[src/rtl/immgen_pipe.sv]
// immgen_pipe: pipelined RV immediate generator.
//
// Decodes the immediate format from the opcode of a raw 32-bit instruction.
// The result is an XLEN-wide sign-extended immediate, a format code and an
// illegal flag. It passes through DEPTH register stages under valid/ready
// flow control. A sideband tag (PC, ROB index, ...) travels alongside each
// entry unchanged.
//
// Ports:
//   clk, rst          clock; asynchronous active-high reset
//   flush             synchronous kill of every in-flight entry
//   in_valid/in_ready input handshake
//   in_instr, in_tag  raw instruction word and its sideband tag
//   out_valid/out_ready output handshake
//   out_imm           sign-extended immediate (XLEN bits)
//   out_fmt           0=I 1=S 2=B 3=U 4=J 5=R 6=Z(CSR zimm) 7=none
//   out_illegal       opcode not recognised
//   out_tag           tag of the entry on the output
//
// Optional feature: define IMMGEN_ZICSR_EN to decode CSR immediate forms
// (SYSTEM, funct3 101/110/111) as fmt 6 with a zero-extended rs1-field zimm.
module immgen_pipe #(
  parameter int XLEN  = 32,
  parameter int DEPTH = 1,
  parameter int TAG_W = 32
) (
  input  logic             clk,
  input  logic             rst,
  input  logic             flush,
  input  logic             in_valid,
  output logic             in_ready,
  input  logic [31:0]      in_instr,
  input  logic [TAG_W-1:0] in_tag,
  output logic             out_valid,
  input  logic             out_ready,
  output logic [XLEN-1:0]  out_imm,
  output logic [2:0]       out_fmt,
  output logic             out_illegal,
  output logic [TAG_W-1:0] out_tag
);

  typedef enum logic [2:0] {
    FMT_I    = 3'd0,
    FMT_S    = 3'd1,
    FMT_B    = 3'd2,
    FMT_U    = 3'd3,
    FMT_J    = 3'd4,
    FMT_R    = 3'd5,
    FMT_Z    = 3'd6,
    FMT_NONE = 3'd7
  } fmt_e;

  localparam logic [6:0] OP_LOAD     = 7'b0000011;
  localparam logic [6:0] OP_MISC_MEM = 7'b0001111;
  localparam logic [6:0] OP_OP_IMM   = 7'b0010011;
  localparam logic [6:0] OP_AUIPC    = 7'b0010111;
  localparam logic [6:0] OP_STORE    = 7'b0100011;
  localparam logic [6:0] OP_OP       = 7'b0110011;
  localparam logic [6:0] OP_LUI      = 7'b0110111;
  localparam logic [6:0] OP_BRANCH   = 7'b1100011;
  localparam logic [6:0] OP_JALR     = 7'b1100111;
  localparam logic [6:0] OP_JAL      = 7'b1101111;
  localparam logic [6:0] OP_SYSTEM   = 7'b1110011;

  logic [6:0]      opcode;
  fmt_e            dec_fmt;
  logic [XLEN-1:0] dec_imm;
  logic            dec_illegal;

  assign opcode = in_instr[6:0];

  // Combinational decode feeding stage 0. Each immediate is assembled at its
  // natural width as a signed value; the size cast sign-extends it to XLEN.
  // Opcodes whose low bits are not 2'b11 are compressed or reserved. They
  // never match a case item, so they fall into the illegal default.
  always_comb begin
    dec_fmt     = FMT_NONE;
    dec_imm     = '0;
    dec_illegal = 1'b0;
    case (opcode)
      OP_LOAD, OP_MISC_MEM, OP_OP_IMM, OP_JALR, OP_SYSTEM: begin
        dec_fmt = FMT_I;
        dec_imm = XLEN'($signed(in_instr[31:20]));
      end
      OP_STORE: begin
        dec_fmt = FMT_S;
        dec_imm = XLEN'($signed({in_instr[31:25], in_instr[11:7]}));
      end
      OP_BRANCH: begin
        dec_fmt = FMT_B;
        dec_imm = XLEN'($signed({in_instr[31], in_instr[7], in_instr[30:25],
                                 in_instr[11:8], 1'b0}));
      end
      OP_LUI, OP_AUIPC: begin
        dec_fmt = FMT_U;
        dec_imm = XLEN'($signed({in_instr[31:12], 12'b0}));
      end
      OP_JAL: begin
        dec_fmt = FMT_J;
        dec_imm = XLEN'($signed({in_instr[31], in_instr[19:12], in_instr[20],
                                 in_instr[30:21], 1'b0}));
      end
      OP_OP: begin
        dec_fmt = FMT_R;
      end
      default: begin
        dec_illegal = 1'b1;
      end
    endcase
`ifdef IMMGEN_ZICSR_EN
    // CSR immediate forms carry a 5-bit unsigned zimm in the rs1 field.
    if (opcode == OP_SYSTEM && in_instr[14] && (in_instr[13:12] != 2'b00)) begin
      dec_fmt = FMT_Z;
      dec_imm = XLEN'(in_instr[19:15]);
    end
`endif
  end

  logic [DEPTH-1:0] stage_valid;
  logic [DEPTH-1:0] stage_load;
  logic [DEPTH-1:0] src_valid;
  logic [XLEN-1:0]  stage_imm     [DEPTH];
  logic [2:0]       stage_fmt     [DEPTH];
  logic             stage_illegal [DEPTH];
  logic [TAG_W-1:0] stage_tag     [DEPTH];
  logic [XLEN-1:0]  src_imm       [DEPTH];
  logic [2:0]       src_fmt       [DEPTH];
  logic             src_illegal   [DEPTH];
  logic [TAG_W-1:0] src_tag       [DEPTH];
  logic             run_full;

  // Source of each stage: the decoder for stage 0, otherwise the stage before.
  assign src_valid[0]   = in_valid;
  assign src_imm[0]     = dec_imm;
  assign src_fmt[0]     = dec_fmt;
  assign src_illegal[0] = dec_illegal;
  assign src_tag[0]     = in_tag;

  for (genvar k = 1; k < DEPTH; k++) begin : g_src
    assign src_valid[k]   = stage_valid[k-1];
    assign src_imm[k]     = stage_imm[k-1];
    assign src_fmt[k]     = stage_fmt[k-1];
    assign src_illegal[k] = stage_illegal[k-1];
    assign src_tag[k]     = stage_tag[k-1];
  end

  // Stage k may load when downstream is taking the output, or when some stage
  // from k to the output is empty. In that case everything between k and the
  // hole shifts forward by one. This is the unrolled form of the recursive
  // "empty or next accepts" rule. It avoids a self-referencing vector.
  always_comb begin
    stage_load = '0;
    run_full   = 1'b1;
    for (int k = 0; k < DEPTH; k++) begin
      run_full = 1'b1;
      for (int j = k; j < DEPTH; j++) begin
        run_full = run_full & stage_valid[j];
      end
      stage_load[k] = out_ready | ~run_full;
    end
  end

  assign in_ready = stage_load[0];

  // Stage registers. Flush wins over any incoming entry and only clears the
  // valid bits. Data is captured only for real entries, so held outputs and
  // idle stages stay quiet.
  always_ff @(posedge clk or posedge rst) begin
    if (rst) begin
      stage_valid <= '0;
      for (int k = 0; k < DEPTH; k++) begin
        stage_imm[k]     <= '0;
        stage_fmt[k]     <= '0;
        stage_illegal[k] <= 1'b0;
        stage_tag[k]     <= '0;
      end
    end else begin
      for (int k = 0; k < DEPTH; k++) begin
        if (stage_load[k]) begin
          stage_valid[k] <= src_valid[k] & ~flush;
          if (src_valid[k] && !flush) begin
            stage_imm[k]     <= src_imm[k];
            stage_fmt[k]     <= src_fmt[k];
            stage_illegal[k] <= src_illegal[k];
            stage_tag[k]     <= src_tag[k];
          end
        end else if (flush) begin
          stage_valid[k] <= 1'b0;
        end
      end
    end
  end

  assign out_valid   = stage_valid[DEPTH-1];
  assign out_imm     = stage_imm[DEPTH-1];
  assign out_fmt     = stage_fmt[DEPTH-1];
  assign out_illegal = stage_illegal[DEPTH-1];
  assign out_tag     = stage_tag[DEPTH-1];

endmodule

[config.mk]
export PLATFORM = sky130hd
export DESIGN_NAME = immgen_pipe
export DESIGN_NICKNAME = d
export VERILOG_FILES = /design/src/rtl/immgen_pipe.sv
export SDC_FILE = /design/constraint.sdc
export NUM_CORES = 1
export LEC_CHECK = 0
export ABC_AREA = 1
export BUFFER_PORTS_ARGS = -buffer_cell sky130_fd_sc_hd__buf_2
export CELL_PAD_IN_SITES_DETAIL_PLACEMENT = 1
export CELL_PAD_IN_SITES_GLOBAL_PLACEMENT = 1
export CORE_ASPECT_RATIO = 1.5
export CORE_MARGIN = 2
export CORE_UTILIZATION = 25
export CTS_CLUSTER_SIZE = 20
export DETAILED_ROUTE_END_ITERATION = 8
export HOLD_SLACK_MARGIN = 0.03
export PLACE_DENSITY = 0.72
export SLEW_MARGIN = 10
export SYNTH_ARGS = -nofsm -noshare
export SYNTH_HDL_FRONTEND = slang
export SYNTH_SLANG_ARGS = --single-unit
[constraint.sdc]
create_clock -name clk -period 4.9 [get_ports clk]
set_clock_uncertainty 0.1 [all_clocks]
set_input_delay 0.245 -clock clk [delete_from_list [all_inputs] [get_ports clk]]
set_output_delay 0.245 -clock clk [all_outputs]
set_load 0.05 [all_outputs]
==> impl_metrics.csv, run 1 <==
group,metric,value,unit
timing,max_freq,0.536,GHz
detailed_routing,drt-met1-wl,4.72,mm
layout,fillerInstances,1692,
worst_setup_path,cp_slowest_stage_delay,0.59,ns
clock_tree,cts_num_sinks,69,
timing,layout_min_cycle_time,1.87,ns
clock_tree,cts_buffers,9,
worst_setup_path,worstPathRequired,5.07,ns
floorplan,initial_utilization,0.253,
synth,synth-main-ff-cell,"dfrtp_1",
layout,nNetsFinal,696,
clock_tree,path_clk_slew,0.07,ns
detailed_routing,wl_met3,475,um
global_routing,antenna_found_initial,0,
detailed_routing,antenna_left,0,
detailed_routing,top_layer_used,"met4",
worst_setup_path,path_cells,"dlygate4sd3_1 > buf_2 > nor3_4 > buf_4 > nand2_1 > nand2_1",
detailed_routing,drt_iter0_markers,105,
worst_setup_path,critPathMaxFanout,67,
worst_setup_path,cp-end-kind,"flop",
synth,syn_nets,532,
layout,diodes,0,
timing,setup-tns-final,0,ns
layout,finish.instance_area,4840,um^2
timing,setup_violations,0,
floorplan,row_count,52,
detailed_routing,drc,0,
placed_design,portBuffers,138,
pwr,total_leakage_power,2.95,nW
detailed_routing,wl,12.3,mm
synth,synthCells,463,
worst_setup_path,worstPathArrival,2.03,ns
floorplan,fp.dieArea,14600,um^2
detailed_routing,wl_met2,6.45,mm
worst_setup_path,cp_slowest_cell,"buf_4",
timing,final_max_slew_viol_count,0,
pwr,p_total,1.81,mW
clock_tree,ctsResizeCount,0,
worst_setup_path,rr_startpoint,"out_valid$_DFFE_PP0P_",
timing,finalCritPeriodShare,0.381,
placed_design,gp_congestion,0.846,
worst_setup_path,crit_buf_inv,3,
floorplan,fp.dieW,99.2,um
floorplan,coreArea,13400,um^2
clock_tree,tritoncts,"built",
synth,synth_top_area_frac,0.508,
detailed_routing,routed_via_density,4.52,
pwr,power-per-cell-area,375,nW/um^2
synth,synth_edf_count,0,
global_routing,globalRouteOverflowTotal,0,
outcome,outcome,"finished, final reports clean",
detailed_routing,wl_per_cell,15.5,um
synth,ys_ff_latch,69,
worst_hold_path,holdPathStages,3,
synth,seq_area_frac_synth,0.508,
layout,area_growth,42.4,%
pwr,ir_drop,183,uV
timing,hold_viol,0,
worst_setup_path,cpMostUsedCell,"nand2_1",
worst_setup_path,worstSetupPathDepth,6,
global_routing,grt_pass1_vias,3992,
worst_hold_path,hold_path_class,"primary input to flop",
floorplan,die_height,147,um
run,cap_violations,0,
worst_setup_path,critPathKind,"primary input to flop",
timing,worst_slew_pin_slew,0.912,ns
synth,avgSynthCellArea,7.34,um^2
global_routing,grt_max_degree,70,
worst_setup_path,ff2ff_setup_slack,3.07,ns
worst_setup_path,r2r_cells,7,
placed_design,dp_cells,747,
timing,max-slew-margin-rel,0.392,
worst_hold_path,holdCritStartpoint,"in_tag[23]",
synth,synth_top_area_cell,"dfrtp_1",
synth,yosys-top-cells-area,"dfrtp_1, nand2_1, nand2_2, nor2_1, inv_1",
placed_design,placed_cell_area,4190,um^2
placed_design,dp_hpwl,8.32,mm
clock_tree,ctsHtreeMaxLevel,3,
worst_setup_path,r2r_end,"out_imm[24]$_DFFE_PP0P_",
timing,rsz0062_at_grt,"false",
floorplan,ioPinCount,139,
global_routing,grt_pass1_wl,20.3,mm
worst_setup_path,cp-start-kind,"primary input",
detailed_routing,vias,3592,
worst_setup_path,endpoint,"out_tag[30]$_DFFE_PP0P_",
synth,ys_warn_count,0,
worst_setup_path,crit_family,"buffers and inverters",
worst_setup_path,worstSetupStartpoint,"flush",
clock_tree,root_buffer,"clkbuf_16",
clock_tree,clock_path_buffers,2,
detailed_routing,dr.pass1.iters,4,
clock_tree,clock_latency,0.33,ns
synth,syn-cell-area,3400,um^2
layout,drive_above_1_share,0.304,
synth,asyncSetResetFlopFracSynth,1.00,
global_routing,grt_util_all_layers,0.177,
synth,ys_types,21,
layout,stdcell_count,794,
==> cell usage in the layout, fill, tap and decap left out, types with 3 or more instances in the layout <==
cell	Yosys	layout
nor3_1	4	4
nand3_1	13	13
inv_2	6	7
dfrtp_1	69	69
inv_1	18	17
a21oi_1	13	13
nor2_4	3	3
buf_2	7	138
nor2_1	27	27
clkbuf_16	0	9
nand2_1	263	263
nand2_2	19	19
buf_4	2	3
dlygate4sd3_1	0	31
==> flip-flops by register name (all words and copies together) (netlist names) <==
| signal | flops |
|---|---|
| out_imm | 32 |
| out_valid | 1 |
| out_fmt | 3 |
| out_illegal | 1 |
| out_tag | 32 |
==> worst min path at each step <==
stage,endpoint
after floorplan,out_valid$_DFFE_PP0P_
after global placement,out_valid$_DFFE_PP0P_
after detailed placement,out_valid$_DFFE_PP0P_
after CTS,out_tag[23]$_DFFE_PP0P_
after global routing,out_tag[23]$_DFFE_PP0P_
final,out_tag[23]$_DFFE_PP0P_
==> what timing repair did <==
action                                 4_1_cts  5_1_grt
endpoints found under the hold margin       30        1
buffers inserted                             0        0
setup endpoints to repair                    0        0
hold buffers                                30        1
==> worst reg2reg max path, cell delays in order, from the launching register on <==
cell     delay [ns]
dfrtp_1        0.35
inv_1          0.05
nor2_1         0.21
nor3_4         0.07
inv_2          0.19
buf_4          0.54
nand2_1        0.16
nand2_1        0.10
==> cell usage after synthesis (2+ instances only) <==
cell type	count
a21oi_1	13
buf_2	7
buf_4	2
buf_6	5
clkbuf_1	5
dfrtp_1	69
inv_1	18
inv_2	6
nand2_1	263
nand2_2	19
nand3_1	13
nor2_1	27
nor2_2	2
nor2_4	3
nor3_1	4
o21ai_0	2
==> per-layer routing <==
metal / global-route usage / vias up
met5: 0 / -
met4: 0.100 / 0
met3: 0.0324 / 45
met2: 0.308 / 106
met1: 0.201 / 1717
li1: - / 1724
==> area by class of cell <==
class                   instances  area, um^2  area share
clock buffers                  10         239      0.0494
clock inverters                 6        93.8      0.0194
inverters                      25        95.1      0.0197
multi-input cells             350        1460       0.301
flip-flops and latches         69        1730       0.357
well taps                     162         203      0.0419
repair buffers                172        1020       0.212
==> logic make-up (layout without fill, tap and decap cells) <==
group,Yosys count,in the layout,share of synthesized area
AOI/OAI and AO/OA,16,16,0.0236
and+or+nand+nor,334,334,0.403
buffers and inverters,44,213,0.0648
DFF,69,69,0.508
==> stage by stage <==
stage                util  hold WS [ns]  setup WS [ns]
global route        0.361        0.0448           2.85
CTS                 0.360        0.0309           3.02
finish              0.361        0.0449           3.03
global placement    0.313         0.346           3.12
detailed placement  0.313         0.350           3.07
floorplan               -         0.208           2.82
==> power breakdown <==
part	internal, mW	switching (mW)
logic	0.105	0.329
clock network	0.463	0.263
registers	0.624	0.0308
total	1.19	0.622
No activity file was read; power rests on OpenSTA's default activity.
==> run 2: changes to the inputs <==
- ABC_AREA: 1 -> 0
- clock period: 4.9 -> 1.6 ns (I/O delays scaled with it)
==> run 2 against run 1 <==
  * Sequential share of layout area is 4.5 points lower
  * Non-clock buffer count is 70 higher
  * Area after synthesis is 2.0% lower
  * Total power grew to 3.1 times the previous value
  * Clock power grew to 3.1 times the previous value
  * Global-route usage is 1.0 points higher
  * Design area is 15% higher
  * Via count is 1.2% lower
  * Cell count is 6.5% lower
  * Combinational power grew to 3.2 times the previous value
  * Sequential power grew to 3.0 times the previous value
  * First-iteration DRC count is 30% higher
==> impl_metrics.csv, run 2 <==
group,metric,value,unit
clock_tree,path_clk_slew,0.06,ns
placed_design,portBuffers,138,
global_routing,grt_pass1_wl,21.2,mm
global_routing,grt_util_all_layers,0.188,
floorplan,row_count,51,
timing,setup_violations,0,
pwr,ir_drop,379,uV
timing,worst_slew_pin_slew,0.659,ns
clock_tree,cts_num_sinks,69,
synth,synth_fa_ha_area_frac,0,
detailed_routing,antenna_left,0,
synth,synth_top_area_frac,0.519,
worst_setup_path,worstPathRequired,1.72,ns
synth,seq_area_frac_synth,0.519,
placed_design,placed_cell_area,4460,um^2
detailed_routing,vias,3550,
global_routing,grt_pass1_vias,3966,
floorplan,coreArea,13000,um^2
detailed_routing,wl_per_cell,17.8,um
layout,diodes,0,
layout,final_cell_mix,"buf_2, nand2_1, dfrtp_1, dlygate4sd3_1, buf_4",
synth,ys_ff_latch,69,
floorplan,ioPinCount,139,
timing,final_max_slew_viol_count,0,
timing,max-slew-margin-rel,0.560,
clock_tree,tritoncts,"built",
detailed_routing,dr.pass1.iters,5,
pwr,power-per-cell-area,1010,nW/um^2
floorplan,initial_utilization,0.256,
synth,avgSynthCellArea,9.43,um^2
synth,muxShareOfSynthArea,0.00338,
synth,synth_edf_count,0,
global_routing,globalRouteOverflowTotal,0,
worst_setup_path,critPathMaxFanout,7,
synth,syn_nets,422,
worst_setup_path,cp-end-kind,"flop",
detailed_routing,wl,13.2,mm
timing,layout_min_cycle_time,1.53,ns
placed_design,dp_hpwl,8.94,mm
clock_tree,clock_path_buffers,2,
timing,hold_viol,0,
worst_setup_path,ff2ff_setup_slack,0.07,ns
timing,max_freq,0.655,GHz
global_routing,antenna_found_initial,0,
layout,regArea,1730,um^2
detailed_routing,drc,0,
synth,ys_types,49,
placed_design,preCtsSetupSlack,-0.529,ns
synth,yosys-top-cells-area,"dfrtp_1, nand2_1, a22o_1, o211ai_1, a22oi_2",
clock_tree,clock_latency,0.33,ns
layout,drive_above_1_share,0.403,
timing,hold_slack,0.0544,ns
layout,area_growth,66.6,%
synth,syn-cell-area,3330,um^2
synth,synth_xor_area_frac,0.00263,
layout,finish.instance_area,5550,um^2
synth,ys_warn_count,0,
clock_tree,cts_buffers,9,
timing,finalCritPeriodShare,0.955,
synth,synth-compound-area-share,0.213,
floorplan,die_height,145,um
timing,rsz0062_at_grt,"false",
pwr,total_leakage_power,2.78,nW
synth,synthCells,353,
outcome,outcome,"finished, final reports clean",
clock_tree,root_buffer,"clkbuf_16",
worst_setup_path,critPathKind,"flop to flop",
synth,asyncSetResetFlopFracSynth,1.00,
worst_setup_path,cp-start-kind,"flop",
worst_hold_path,hold_path_class,"primary input to flop",
worst_setup_path,worstPathArrival,1.64,ns
pwr,p_total,5.63,mW
clock_tree,ctsHtreeMaxLevel,3,
layout,fin_util,0.426,
synth,synth_top_family_by_area,"simple AND/OR/NAND/NOR gates",
synth,synth_top_area_cell,"dfrtp_1",
layout,fillerInstances,1522,
timing,worst_slack,0.0728,ns
placed_design,gp_congestion,0.894,
floorplan,fp.dieW,98.2,um
layout,multi_input_area,1520,um^2
synth,synth-simple-area-share,0.215,
layout,nNetsFinal,647,
run,cap_violations,0,
global_routing,grt_max_degree,43,
detailed_routing,drt_iter0_markers,137,
detailed_routing,routed_via_density,4.78,
layout,layout_commonest_cell,"buf_2",
synth,synth-main-ff-cell,"dfrtp_1",
synth,synth_common_cells,"nand2_1, dfrtp_1, o211ai_1",
floorplan,fp.dieArea,14300,um^2
synth,yosysMostFrequentCell,"nand2_1",
==> run 2: cell count changes after synthesis, sizes merged, moves of 4 or more <==
cell	previous run	this run
a22oi	0	19
nor2	32	6
inv	24	5
and2	0	4
a22o	0	15
nand2	283	127
a21oi	13	9
o2111ai	0	5
nand3	14	5
o211ai	0	16
clkbuf	5	16
==> run 2: area by class of cell <==
class	instances	share of cell area
Timing Repair Buffer	242	0.314
Multi-Input combinational cell	251	0.274
Inverter	5	0.00406
Clock buffer	9	0.0406
Sequential cell	69	0.312
Tap cell	159	0.0359
Clock inverter	7	0.0205
==> run 2: cell families after synthesis <==
| logic type | after synthesis |
|---|---|
| flip-flops | 69 |
| AND/OR/NAND/NOR | 164 |
| XOR/XNOR | 1 |
| multiplexers | 1 |
| buffers and inverters | 33 |
| AO/OA/AOI/OAI | 85 |
==> run 2: what timing repair did <==
item / CTS / global route
gates cloned: 2 / 0
resized for setup: 14 / 6
setup buffers: 6 / 1
hold buffers: 54 / 0
pin swaps: 12 / 4
setup endpoints to repair: 47 / 34
endpoints found under the hold margin: 75 / 0
==> run 2: worst paths after layout <==
| kind | endpoint | startpoint | cells after the start |
|---|---|---|---|
| max reg2reg | out_imm[0]$_DFFE_PP0P_ | out_valid$_DFFE_PP0P_ | 5 |
| min | out_fmt[0]$_DFFE_PP0P_ | in_instr[1] | 3 |
| min reg2reg | out_tag[2]$_DFFE_PP0P_ | out_tag[2]$_DFFE_PP0P_ | 2 |
| max in group asynchronous | out_tag[0]$_DFFE_PP0P_ | rst | 4 |
| min in group asynchronous | out_imm[10]$_DFFE_PP0P_ | rst | 3 |
| max | out_imm[0]$_DFFE_PP0P_ | out_valid$_DFFE_PP0P_ | 5 |
==> run 2: where the power goes <==
group / switching, mW / internal [mW]
Combinational: 0.941 / 0.454
Sequential: 0.0781 / 1.89
Clock: 0.751 / 1.52
Total: 1.77 / 3.86
==> run 2: critical path, cell delays in order, from the launching register on <==
cell and delay (ns):
dfrtp_2 0.38, nand2b_4 0.08, buf_4 0.15, and2_4 0.17, and4_1 0.21, a311o_1 0.32
==> run 2: metal layers <==
| metal | global-route usage | vias up | part of all wire |
|---|---|---|---|
| met5 | 0 | - | 0 |
| met4 | 0.0678 | 0 | 0.021 |
| met3 | 0.0337 | 18 | 0.039 |
| met2 | 0.356 | 112 | 0.56 |
| met1 | 0.205 | 1739 | 0.38 |
| li1 | - | 1681 | - |
==> run 2: stage by stage <==
stage | setup TNS (ns) | instances
floorplan | -1.55 | 353
global placement | -6.85 | 664
detailed placement | -9.67 | 664
CTS | -0.231 | 742
global route | 0 | 742
finish | 0 | 742
